`config.mk`:
```
export PLATFORM = sky130hd
export DESIGN_NAME = sd_fifo_head_sw
export DESIGN_NICKNAME = d
export VERILOG_FILES = /design/src/rtl/sd_fifo_head_sw.sv
export SDC_FILE = /design/constraint.sdc
export NUM_CORES = 1
export LEC_CHECK = 0
export CAP_MARGIN = 20
export CORE_AREA = 2 2 39 41
export DETAILED_ROUTE_END_ITERATION = 16
export DIE_AREA = 0 0 41 43
export GPL_ROUTABILITY_DRIVEN = 0
export PLACE_DENSITY_LB_ADDON = 0.12
export SETUP_SLACK_MARGIN = 0.3
export SLEW_MARGIN = 40
export SYNTH_ARGS = -nofsm -noshare
export SYNTH_HDL_FRONTEND = slang
export SYNTH_SLANG_ARGS = --single-unit
```
`constraint.sdc`:
```
create_clock -name clk -period 2.2 [get_ports clk]
set_clock_uncertainty 0.1 [all_clocks]
set_input_delay 0.44 -clock clk [delete_from_list [all_inputs] [get_ports clk]]
set_output_delay 0.44 -clock clk [all_outputs]
set_load 0.02 [all_outputs]
```
`src/rtl/sd_fifo_head_sw.sv`:
```
// sd_fifo_head_sw: write-side head of a split FIFO with optional commit/abort.
// Optional feature macro: SDLIB_FIFO_HEAD_COMMIT_EN. When it is defined,
// c_commit publishes written words and c_abort rolls them back. When it is
// undefined, every write is published on the next enabled edge.
// Pointers are asz+1 bits wide; the extra MSB tells full apart from empty.
module sd_fifo_head_sw #(
   parameter int depth = 16,
   parameter int async = 0,
   parameter int asz   = $clog2(depth)
) (
   input  logic           clk,
   input  logic           reset_n,
   input  logic           clken,
   input  logic           c_srdy,
   output logic           c_drdy,
   input  logic           c_commit,
   input  logic           c_abort,
   output logic [asz:0]   wrptr_head,
   input  logic [asz:0]   rdptr_tail,
   output logic           wr_en,
   output logic [asz-1:0] wr_addr,
   output logic [asz:0]   c_usage
);

   logic [asz:0] rdptr;
   logic [asz:0] wrptr_q, wrptr_d;
   logic [asz:0] cptr_q, cptr_d;
   logic [asz:0] nxt_wrptr;
   logic         full;

   function automatic logic [asz:0] grey2bin(input logic [asz:0] g);
      logic [asz:0] b;
      b[asz] = g[asz];
      for (int i = asz - 1; i >= 0; i--) b[i] = b[i+1] ^ g[i];
      return b;
   endfunction

   function automatic logic [asz:0] bin2grey(input logic [asz:0] b);
      return b ^ (b >> 1);
   endfunction

   generate
      if (async != 0) begin : g_rd_grey
         assign rdptr = grey2bin(rdptr_tail);
      end else begin : g_rd_bin
         assign rdptr = rdptr_tail;
      end
   endgenerate

   assign full      = (wrptr_q[asz] != rdptr[asz]) && (wrptr_q[asz-1:0] == rdptr[asz-1:0]);
   assign c_drdy    = ~full;
   assign wr_en     = clken & c_srdy & c_drdy;
   assign wr_addr   = wrptr_q[asz-1:0];
   assign nxt_wrptr = wr_en ? wrptr_q + 1'b1 : wrptr_q;
   assign c_usage   = wrptr_q - rdptr;

`ifdef SDLIB_FIFO_HEAD_COMMIT_EN
   // Next working/committed pointers: abort rolls back and wins over commit.
   always_comb begin
      wrptr_d = nxt_wrptr;
      cptr_d  = cptr_q;
      if (clken && c_abort) begin
         wrptr_d = cptr_q;
      end else if (clken && c_commit) begin
         cptr_d = nxt_wrptr;
      end
   end
`else
   logic unused_ctl;
   assign unused_ctl = c_commit ^ c_abort;

   // Next pointers: every enabled cycle publishes the working pointer.
   always_comb begin
      wrptr_d = nxt_wrptr;
      cptr_d  = cptr_q;
      if (clken) cptr_d = nxt_wrptr;
   end
`endif

   // Pointer registers; async reset discards committed and uncommitted words.
   always_ff @(posedge clk or negedge reset_n) begin
      if (!reset_n) begin
         wrptr_q <= '0;
         cptr_q  <= '0;
      end else if (clken) begin
         wrptr_q <= wrptr_d;
         cptr_q  <= cptr_d;
      end
   end

   generate
      if (async != 0) begin : g_head_grey
         logic [asz:0] head_q;
         // Gray head is registered so the crossing sees one bit change per step.
         always_ff @(posedge clk or negedge reset_n) begin
            if (!reset_n) head_q <= '0;
            else if (clken) head_q <= bin2grey(cptr_d);
         end
         assign wrptr_head = head_q;
      end else begin : g_head_bin
         assign wrptr_head = cptr_q;
      end
   endgenerate

endmodule
```
## Word-level counts from Yosys, hierarchy flattened

Index checks and enable logic that the tools add are counted.

| word-level totals | value |
|---|---|
| memories | 0 |
| memory bits (read-only) | 0 |
| bits in writable memories | 0 |
| register bits | 5 |
| word-level logic and storage cells | 10 |
| bits in latches | 0 |
| input bits | 11 |
| output and inout bits | 16 |

| cells by class | value |
|---|---|
| bitwise logic cells | 3 |
| div/mod/pow operators | 0 |
| add/sub/neg operators | 2 |
| magnitude comparators | 0 |
| multiplexer cells | 0 |
| shifts and indexed selects | 0 |
| equal/unequal tests | 2 |
| $mul | 0 |
| reduce and logical (&&, ||, !) cells | 2 |

Operators with widths:

| cell | count |
|---|---|
| $add A5 B1 Y5 const B | 1 |
| $sub A5 B5 Y5 | 1 |
| $eq A4 B4 Y1 | 1 |
| $and A1 B1 Y1 | 2 |
| $reduce_and A2 Y1 | 1 |
| $logic_and A1 B1 Y1 | 1 |
| $ne A1 B1 Y1 | 1 |
| $not A1 Y1 | 1 |

## Longest topological paths before layout

| logic depth | value |
|---|---|
| depth in word-level cells | 5 |
| depth in mapped cells | 7 |
| mapped depth without buffers | 7 |

## Worst setup path after synthesis

OpenSTA, ideal clock, no wires.

| path | value |
|---|---|
| path kind | reg-to-output |
| start | register wrptr_head[0] (netlist name) |
| end | output port c_usage[4] |
| stages on the path, launching flop included | 8 |
| arrival time | 1.723 ns |
| buffers on the path | 0 |
| data required time | 1.660 ns |
| slack | -0.063 ns |
| path through | dfrtp_1 > inv_1 > ha_1 > inv_1 > fa_1 > a21o_1 > a21oi_1 > xnor2_1 |

RTL lines:

| item | line | RTL |
|---|---|---|
| end, declared | 22 | `output logic [asz:0] c_usage` |

==> out/results.ini <==
[outcome]
status=finished, violations left
violations=setup timing

[detailed_routing]
avgRoutedWirePerCell_um=12.3
drcViolationCount=0
vias_per_cell=4.62
drt_iter0_markers=2
drt_first_pass_iters=2
ant_nets=0
routed_wl_mm=1.24
num_vias=467

[setup_path]
reg2reg_depth=6
r2r_start=wrptr_head[3]
rrSetupSlack_ns=0.36
arrival_ns=1.86
required_ns=1.66
start_kind=flip-flop
r2r-end=wrptr_head[1]
critPathLaunch=wrptr_head[0]
crit_path_max_fanout=2
crit_type=reg2out
cp-end-kind=output port

[grt]
grt_max_degree=6
grt_pass1_wl_mm=2.05
grt_usage_pct=17.9
grt-ovfl-total=0
antenna_found_initial=0
grt_pass1_vias=514

[synthesis]
muxShareOfSynthArea_pct=3.42
synth_area_leaders=dfrtp_1 (28%), ha_1 (14%), xnor2_1 (14%)
synth.distinct_cells=16
synth_top_family_by_area=adder cells
synth_top_area_share_pct=28.5
synthSimpleGateAreaFrac_pct=13.1
synth_top_cell_by_area=dfrtp_1
synth_compound_area_share_pct=5.70
synth.avg_cell_area_um2=10.2
synth_seq_cells=5
synth_adder_area_share_pct=18.8
yosysSeqAreaShare_pct=28.5
netlist_area_um2=439
synthXorXnorAreaFrac_pct=16.0
synth_cells=43
yosysWarnings=0
syn_nets=60

[pwr]
total_power_mw=1.51
p_leak_nw=0.444
ir_drop_v=0.000916
p_per_area_nw_per_um2=1650

[floorplan]
die_area_um2=1760
start_util_pct=31.7
dieHeight_um=43
die_w_um=41
fp-row-count=14
io_pins=27
core_area_um2=1380

[flow_run]
max-cap-violations=0

[clock_network]
numCtsBuffers=3
cts_buffer_depth=2
cts.sinks=5
cts_tree=built
cts_hold_buf=0
htreeDepth=1
clkTransAtPathRegs_ns=0.04
clk_latency_ns=0.25
cts_root_buffer=clkbuf_4

[sta]
hold_violations=0
max_freq_ghz=0.417
setup_ws_ns=-0.195
period_minus_slack_ns=2.40
rsz0062_at_grt=true
maxSlewViolCount=0
tns_ns=-0.425
setup_violations=3
slew_headroom_pct=84.4
tightest_slew_ns=0.233
timing.final.crit_share_pct=109

[place]
dpl.hpwl_um=878
io_buffers=24
post_dp_cell_area_um2=772
dpl_worst_slack_ns=-0.852

[finish]
area_delta_synth_final_pct=108
nNetsFinal=103
fill_cells=128
diodes=0
final_common_cell=buf_4
final_area_um2=912
largest_reg_flops=5
final_util_pct=65.9
mostFrequentLayoutCells=buf_4 (19), dlygate4sd2_1 (8), buf_6 (6)
drive_above_1_share_pct=55.3

[hold_path]
hold_path_class=in2async

-- repair_timing --
item / CTS / global route
resized for setup: 63 / 5
pin swaps: 14 / 7
setup endpoints to repair: 13 / 10
buffers inserted: 5 / 1
-- per-stage QoR --
| stage | std cells | hold WS [ns] |
|---|---|---|
| after floorplan | 43 | 0.0444 |
| after global placement | 91 | 0.410 |
| after detailed placement | 91 | 0.444 |
| final | 101 | 0.315 |
| after global routing | 101 | 0.318 |
| after CTS | 100 | 0.316 |
-- routing by layer --
metal / wire length [um] / track usage, % / share of wire, % / vias up
met4: 51 / 16.0 / 4.1 / 0
met1: 470 / 17.4 / 38 / 219
met5: 0 / 0 / 0 / -
met2: 649 / 30.3 / 52 / 20
met3: 69 / 1.57 / 5.6 / 5
li1: - / - / - / 223
-- synthesized netlist by cell type, drive strengths merged --
cell   number
buf         5
dfrtp       5
and3        1
a21o        2
ha          5
nand3       2
inv         6
and4        2
mux2        1
nand4       2
xor2        1
fa          1
xnor2       7
or2         1
a21oi       2
-- report_power, final --
part	internal, mW	total (mW)	leakage (nW)	switching (mW)
Clock	0.0687	0.109	0.0150	0.0402
Sequential	0.144	0.202	0.0582	0.0585
Combinational	0.644	1.19	0.371	0.551
Total	0.856	1.51	0.444	0.649
-- kinds of logic after synthesis --
family	count (synthesis)
AOI/OAI and AO/OA	4
xor gates and xnor gates	8
adders and majority gates	6
buffers and inverters	11
DFF	5
muxes	1
and+or+nand+nor	8
-- worst max path at each step --
| stage | to | cells past startpoint |
|---|---|---|
| after global placement | c_usage[4] | 8 |
| after detailed placement | c_usage[4] | 8 |
| final | c_usage[4] | 8 |
| after CTS | c_usage[4] | 8 |
| after floorplan | c_usage[4] | 7 |
| after global routing | c_usage[4] | 8 |
-- critical path, cell delays in order, from the launching register on --
cell,delay [ns]
dfrtp_2,0.40
inv_2,0.08
ha_4,0.14
inv_4,0.03
fa_2,0.35
a21o_1,0.17
a21oi_2,0.16
xnor2_2,0.12
buf_4,0.15
-- area by class of cell --
cell class | instances | area [um^2] | area share, %
repair buffers | 43 | 380 | 41.7
multi-input cells | 27 | 333 | 36.5
flip-flops and latches | 5 | 128 | 14.0
clock buffers | 4 | 26.3 | 2.88
inverters | 6 | 25.0 | 2.74
well taps | 16 | 20.0 | 2.19
No activity file was read; power rests on OpenSTA's default activity.
==> RTL edit 1: new RTL, same flow settings <==
Change the parameter `depth` from 16 to 32.
--- a/src/rtl/sd_fifo_head_sw.sv
+++ b/src/rtl/sd_fifo_head_sw.sv
@@ -4,7 +4,7 @@
 // undefined, every write is published on the next enabled edge.
 // Pointers are asz+1 bits wide; the extra MSB tells full apart from empty.
 module sd_fifo_head_sw #(
-   parameter int depth = 16,
+   parameter int depth = 32,
    parameter int async = 0,
    parameter int asz   = $clog2(depth)
 ) (
Interface: changed (resized c_usage, rdptr_tail, wr_addr and wrptr_head); port bits go from 27 to 31. No check against the original RTL was run, so the function may have changed too.
==> RTL edit 1 against the unedited design <==
  * Wire length up 67%
  * Sequential cell count up 1
  * Power up 29%
  * Synthesized area up 31%
  * Global-route usage up 5.7 points
  * The flow still finishes with violations (negative setup slack)
  * Via count up 43%
  * Highest routed layer unchanged
  * Largest cell class unchanged
  * Cell area up 33%
  * Worst setup slack worse by 55 ps
==> RTL edit 1: results (changes against the unedited design) <==
- Final setup viols: 4 (was 3)
- Post-DR vias/cell: 5.107 (was 4.624)
- FF-to-FF path depth: 7 (was 6)
- Final WS setup: -250.4 ps (was -195.2 ps)
- Final wirelength: 2071 um (was 1240 um)
- Dpl cells: 117 (was 91)
- Worst-path clk slew: 60 ps (was 40 ps)
- Outcome: complete, but fails checks (unchanged)
- Port buffer count: 28 (was 24)
- Failing checks: negative setup slack (unchanged)
- Synth top cells by count: inv_1 (8), dfrtp_1 (6), ha_1 (6) (was xnor2_1 (7), inv_1 (6), dfrtp_1 (5), ha_1 (5), buf_4 (4))
- Reg2reg start: wrptr_head[1] (was wrptr_head[3])
- Netlist cell types: 28 (was 16)
- Reg-to-reg slack, setup: 340 ps (was 360 ps)
- Synth Area in Compound Gates: 0.1220 (was 0.05698)
- Sequential area share after synthesis: 0.2614 (was 0.2849)
- Largest net degree at the start of global routing: 7 (was 6)
- Seq. pwr: 234 uW (was 202 uW)
- Placed cell areas: 1066 sq um (was 772.0 sq um)
- Total Routing Usage GR: 0.2356 (was 0.1787)
- Number of gates resized after CTS: 71 (was 63)
- Multi-input combinational cell area: 481.7 sq um (was 332.8 sq um)
- Nets: 135 (was 103)
- Filler Cells Inserted: 64 (was 128)
- Drt first-iter violations: 5 (was 2)
- Worst Setup EP: c_usage[2] (was c_usage[4])
- Tot Pwr: 1.949 mW (was 1.506 mW)
- CTS sink cnt: 6 (was 5)
- Rel. slew slack: 0.7874 (was 0.8440)
==> RTL edit 1: cell types whose count changed after synthesis, sizes merged, moves of 2 or more <==
cell and delta:
nand2 +3, xor2 +3, inv +2, o21ai +2, xnor2 -2
==> RTL edit 1: kinds of logic after synthesis <==
group / count (synthesis)
xor gates and xnor gates: 9
muxes: 1
DFF: 6
AOI/OAI and AO/OA: 9
and+or+nand+nor: 13
adders and majority gates: 7
buffers and inverters: 13
==> RTL edit 1: stage by stage <==
step	hold slack (ps)	setup slack, ps	util
2_1_floorplan	44.41	42.27	-
3_3_place_gp	438.8	-959.0	0.7703
3_5_place_dp	488.9	-980.0	0.7703
4_1_cts	316.3	-295.3	0.8363
5_1_grt	333.2	-309.1	0.8788
6_report	315.0	-250.4	0.8788
==> RTL edit 1: metal layers <==
layer | vias up | share of wire | track usage
met3 | 17 | 0.053 | 0.005236
met5 | - | 0 | 0
met1 | 306 | 0.34 | 0.2532
met4 | 0 | 0.080 | 0.1733
li1 | 306 | - | -
met2 | 40 | 0.52 | 0.4031
==> RTL edit 2: new RTL, config.mk and constraints unchanged <==
Made on the original files. Reset style: synchronous (`reset_n`), changed in 2 clocked blocks. Comments in the files are not updated.
--- a/src/rtl/sd_fifo_head_sw.sv
+++ b/src/rtl/sd_fifo_head_sw.sv
@@ -78,7 +78,7 @@
 `endif
 
    // Pointer registers; async reset discards committed and uncommitted words.
-   always_ff @(posedge clk or negedge reset_n) begin
+   always_ff @(posedge clk) begin
       if (!reset_n) begin
          wrptr_q <= '0;
          cptr_q  <= '0;
@@ -92,7 +92,7 @@
       if (async != 0) begin : g_head_grey
          logic [asz:0] head_q;
          // Gray head is registered so the crossing sees one bit change per step.
-         always_ff @(posedge clk or negedge reset_n) begin
+         always_ff @(posedge clk) begin
             if (!reset_n) head_q <= '0;
             else if (clken) head_q <= bin2grey(cptr_d);
          end
Behaviour: differs if reset_n is asserted again (counterexample within 4 cycles, from zero or initial values and one cycle with reset_n low); with reset_n held inactive, the same outputs for 10 cycles.
==> RTL edit 2 against the unedited design <==
  * The flow still finishes with violations (negative setup slack)
  * Worst setup slack better by 76 ps
  * Final cell count up 5.9%
  * Sequential cell count is the same
  * Synthesized area increased by 3.4%
  * Sequential share of layout area decreased by 2.8 points
  * Core utilization grew 0.18 points
  * Cell area is 0.27% higher
  * Maximum frequency grew 3.3%
  * Synthesized cell count grew 12%
  * Wire length decreased by 3.5%
Power is left out: it rests on default switching activity, and per cell area and clock period it moved more than threefold.
==> RTL edit 2: results (changes against the unedited design) <==
- Outcome: complete, but fails checks (unchanged)
- Failing checks: negative setup slack (unchanged)
- Setup_tns: -175.3 ps (was -425.0 ps)
- Total Routing Usage GR: 0.1682 (was 0.1787)
- Min-Delay Path Class: flop to flop (was primary input to async pin)
- Worst-margin pin slew: 212.6 ps (was 233.3 ps)
- Post-DR vias/cell: 4.589 (was 4.624)
- Sequential area share after synthesis: 0.2204 (was 0.2849)
- CP max FO: 2 (unchanged)
- Hold Startpoint: wrptr_q[4]
- Final setup viols: 2 (was 3)
- Mapped Nets: 65 (was 60)
- Share of layout cells above drive strength 1: 0.5714 (was 0.5529)
- Pre-antenna DRT Iters: 2 (unchanged)
- Antenna cells: 0 (unchanged)
- R2r endpoint: wrptr_q[0] (was wrptr_head[1])
- Initial antenna violation count: 0 (unchanged)
- Filler Cells Inserted: 119 (was 128)
- Nets: 109 (was 103)
- H-tree Lvls: 1 (unchanged)
- Final cell count without fillers: 107 (was 101)
- Reg-to-reg slack, setup: 540 ps (was 360 ps)
- Yosys Warn Count: 0 (unchanged)
- Worst path top cell family by delay: adder cells (unchanged)
- Drt first-iter violations: 1 (was 2)
- Max Slew Vio Count: 0 (unchanged)
- Final WS setup: -118.8 ps (was -195.2 ps)
- Vias in the first global route: 507 (was 514)
- Worst path max stage delay: 350 ps (was 400 ps)
- Crit path DAT: 1780 ps (was 1860 ps)
- Hpwl dp: 919.9 um (was 878.4 um)
- Average wire per cell in the routed design: 11.19 um (was 12.28 um)
- Dpl cells: 98 (was 91)
- Synth top cells by count: inv_1 (6), xnor2_1 (6), dfxtp_1 (5), ha_1 (5) (was xnor2_1 (7), inv_1 (6), dfrtp_1 (5), ha_1 (5), buf_4 (4))
- Worst Setup SP: wrptr_q[0] (was wrptr_head[0])
- Netlist cell types: 20 (was 16)
- Port buffer count: 24 (unchanged)
- Largest net degree at the start of global routing: 7 (was 6)
- Slowest CP cell: fa_2 (was dfrtp_2)
- Largest registers: wrptr_q (5)
- Number of cells produced by synthesis: 48 (was 43)
- Worst Setup EP: c_usage[4] (unchanged)
- Ranking of synthesized cells by area: dfxtp_1 (22%), ha_1 (14%), xnor2_1 (12%) (was dfrtp_1 (28%), ha_1 (14%), xnor2_1 (14%))
- Synth Flop Type: dfxtp_1 (was dfrtp_1)
- Async SR Flop Fraction: 0 (was 1.000)
- Worst-Skew Late Latency: 250 ps (about the same)
- Root Driver: clkbuf_4 (unchanged)
- FF-to-FF path depth: 7 (was 6)
- TritonCTS Buffers: 3 (unchanged)
- Clk buf depth: 2 (unchanged)
- Hold path depth: 2
- First-pass GRT wire length: 1952 um (was 2049 um)
- Worst-path clk slew: about 50 ps
-- RTL edit 2: cell families (layout without fill, tap and decap cells) --
group,Yosys count,after routing,synth area share
adders and majority gates,6,6,0.1818
and+or+nand+nor,10,10,0.1405
xor gates and xnor gates,8,8,0.1708
AOI/OAI and AO/OA,9,9,0.1708
buffers and inverters,10,53,0.1157
DFF,5,5,0.2204
-- RTL edit 2: worst min-delay path: stages (launching register included) --
cell     delay, ps
dfxtp_1        340
xnor2_1        150
and2_1         110
-- RTL edit 2: cell type report --
class                   instances  area [sq um]  share of cell area
clock buffers                   4         26.28             0.02873
inverters                       6         27.53             0.03010
multi-input cells              33         379.1              0.4145
flip-flops and latches          5         102.6              0.1122
well taps                      16         20.02             0.02189
repair buffers                 43         359.1              0.3926
-- RTL edit 2: worst min path at each step --
stage,end,slack (ps)
2_1_floorplan,wrptr_q[1],430
3_5_place_dp,wrptr_q[4],520
6_report,wrptr_q[4],530
4_1_cts,wrptr_q[4],540
3_3_place_gp,wrptr_q[4],530
5_1_grt,wrptr_q[4],600
-- RTL edit 2: through the flow --
stage	instance area [sq um]	worst slack, ps
after floorplan	473.0	206.8
after global placement	808.3	-832.6
after detailed placement	808.3	-863.5
after CTS	910.9	-142.8
after global routing	914.6	-200.6
final	914.6	-118.8
-- RTL edit 2: per-layer routing --
layer  global-route usage  share of wire  up-vias  routed length [um]
met5                    0              0        -                   0
met4               0.1200          0.019        0                  23
met3              0.01571          0.049        4                  59
met2               0.3000           0.54       17                 649
met1               0.1623           0.39      221                 465
li1                     -              -      249                   -
-- RTL edit 2: repair_timing --
| action | in CTS | in global routing |
|---|---|---|
| endpoints found under the setup margin | 12 | 6 |
| resized for setup | 70 | 2 |
| pin swaps | 9 | 5 |
| setup buffers | 4 | 1 |
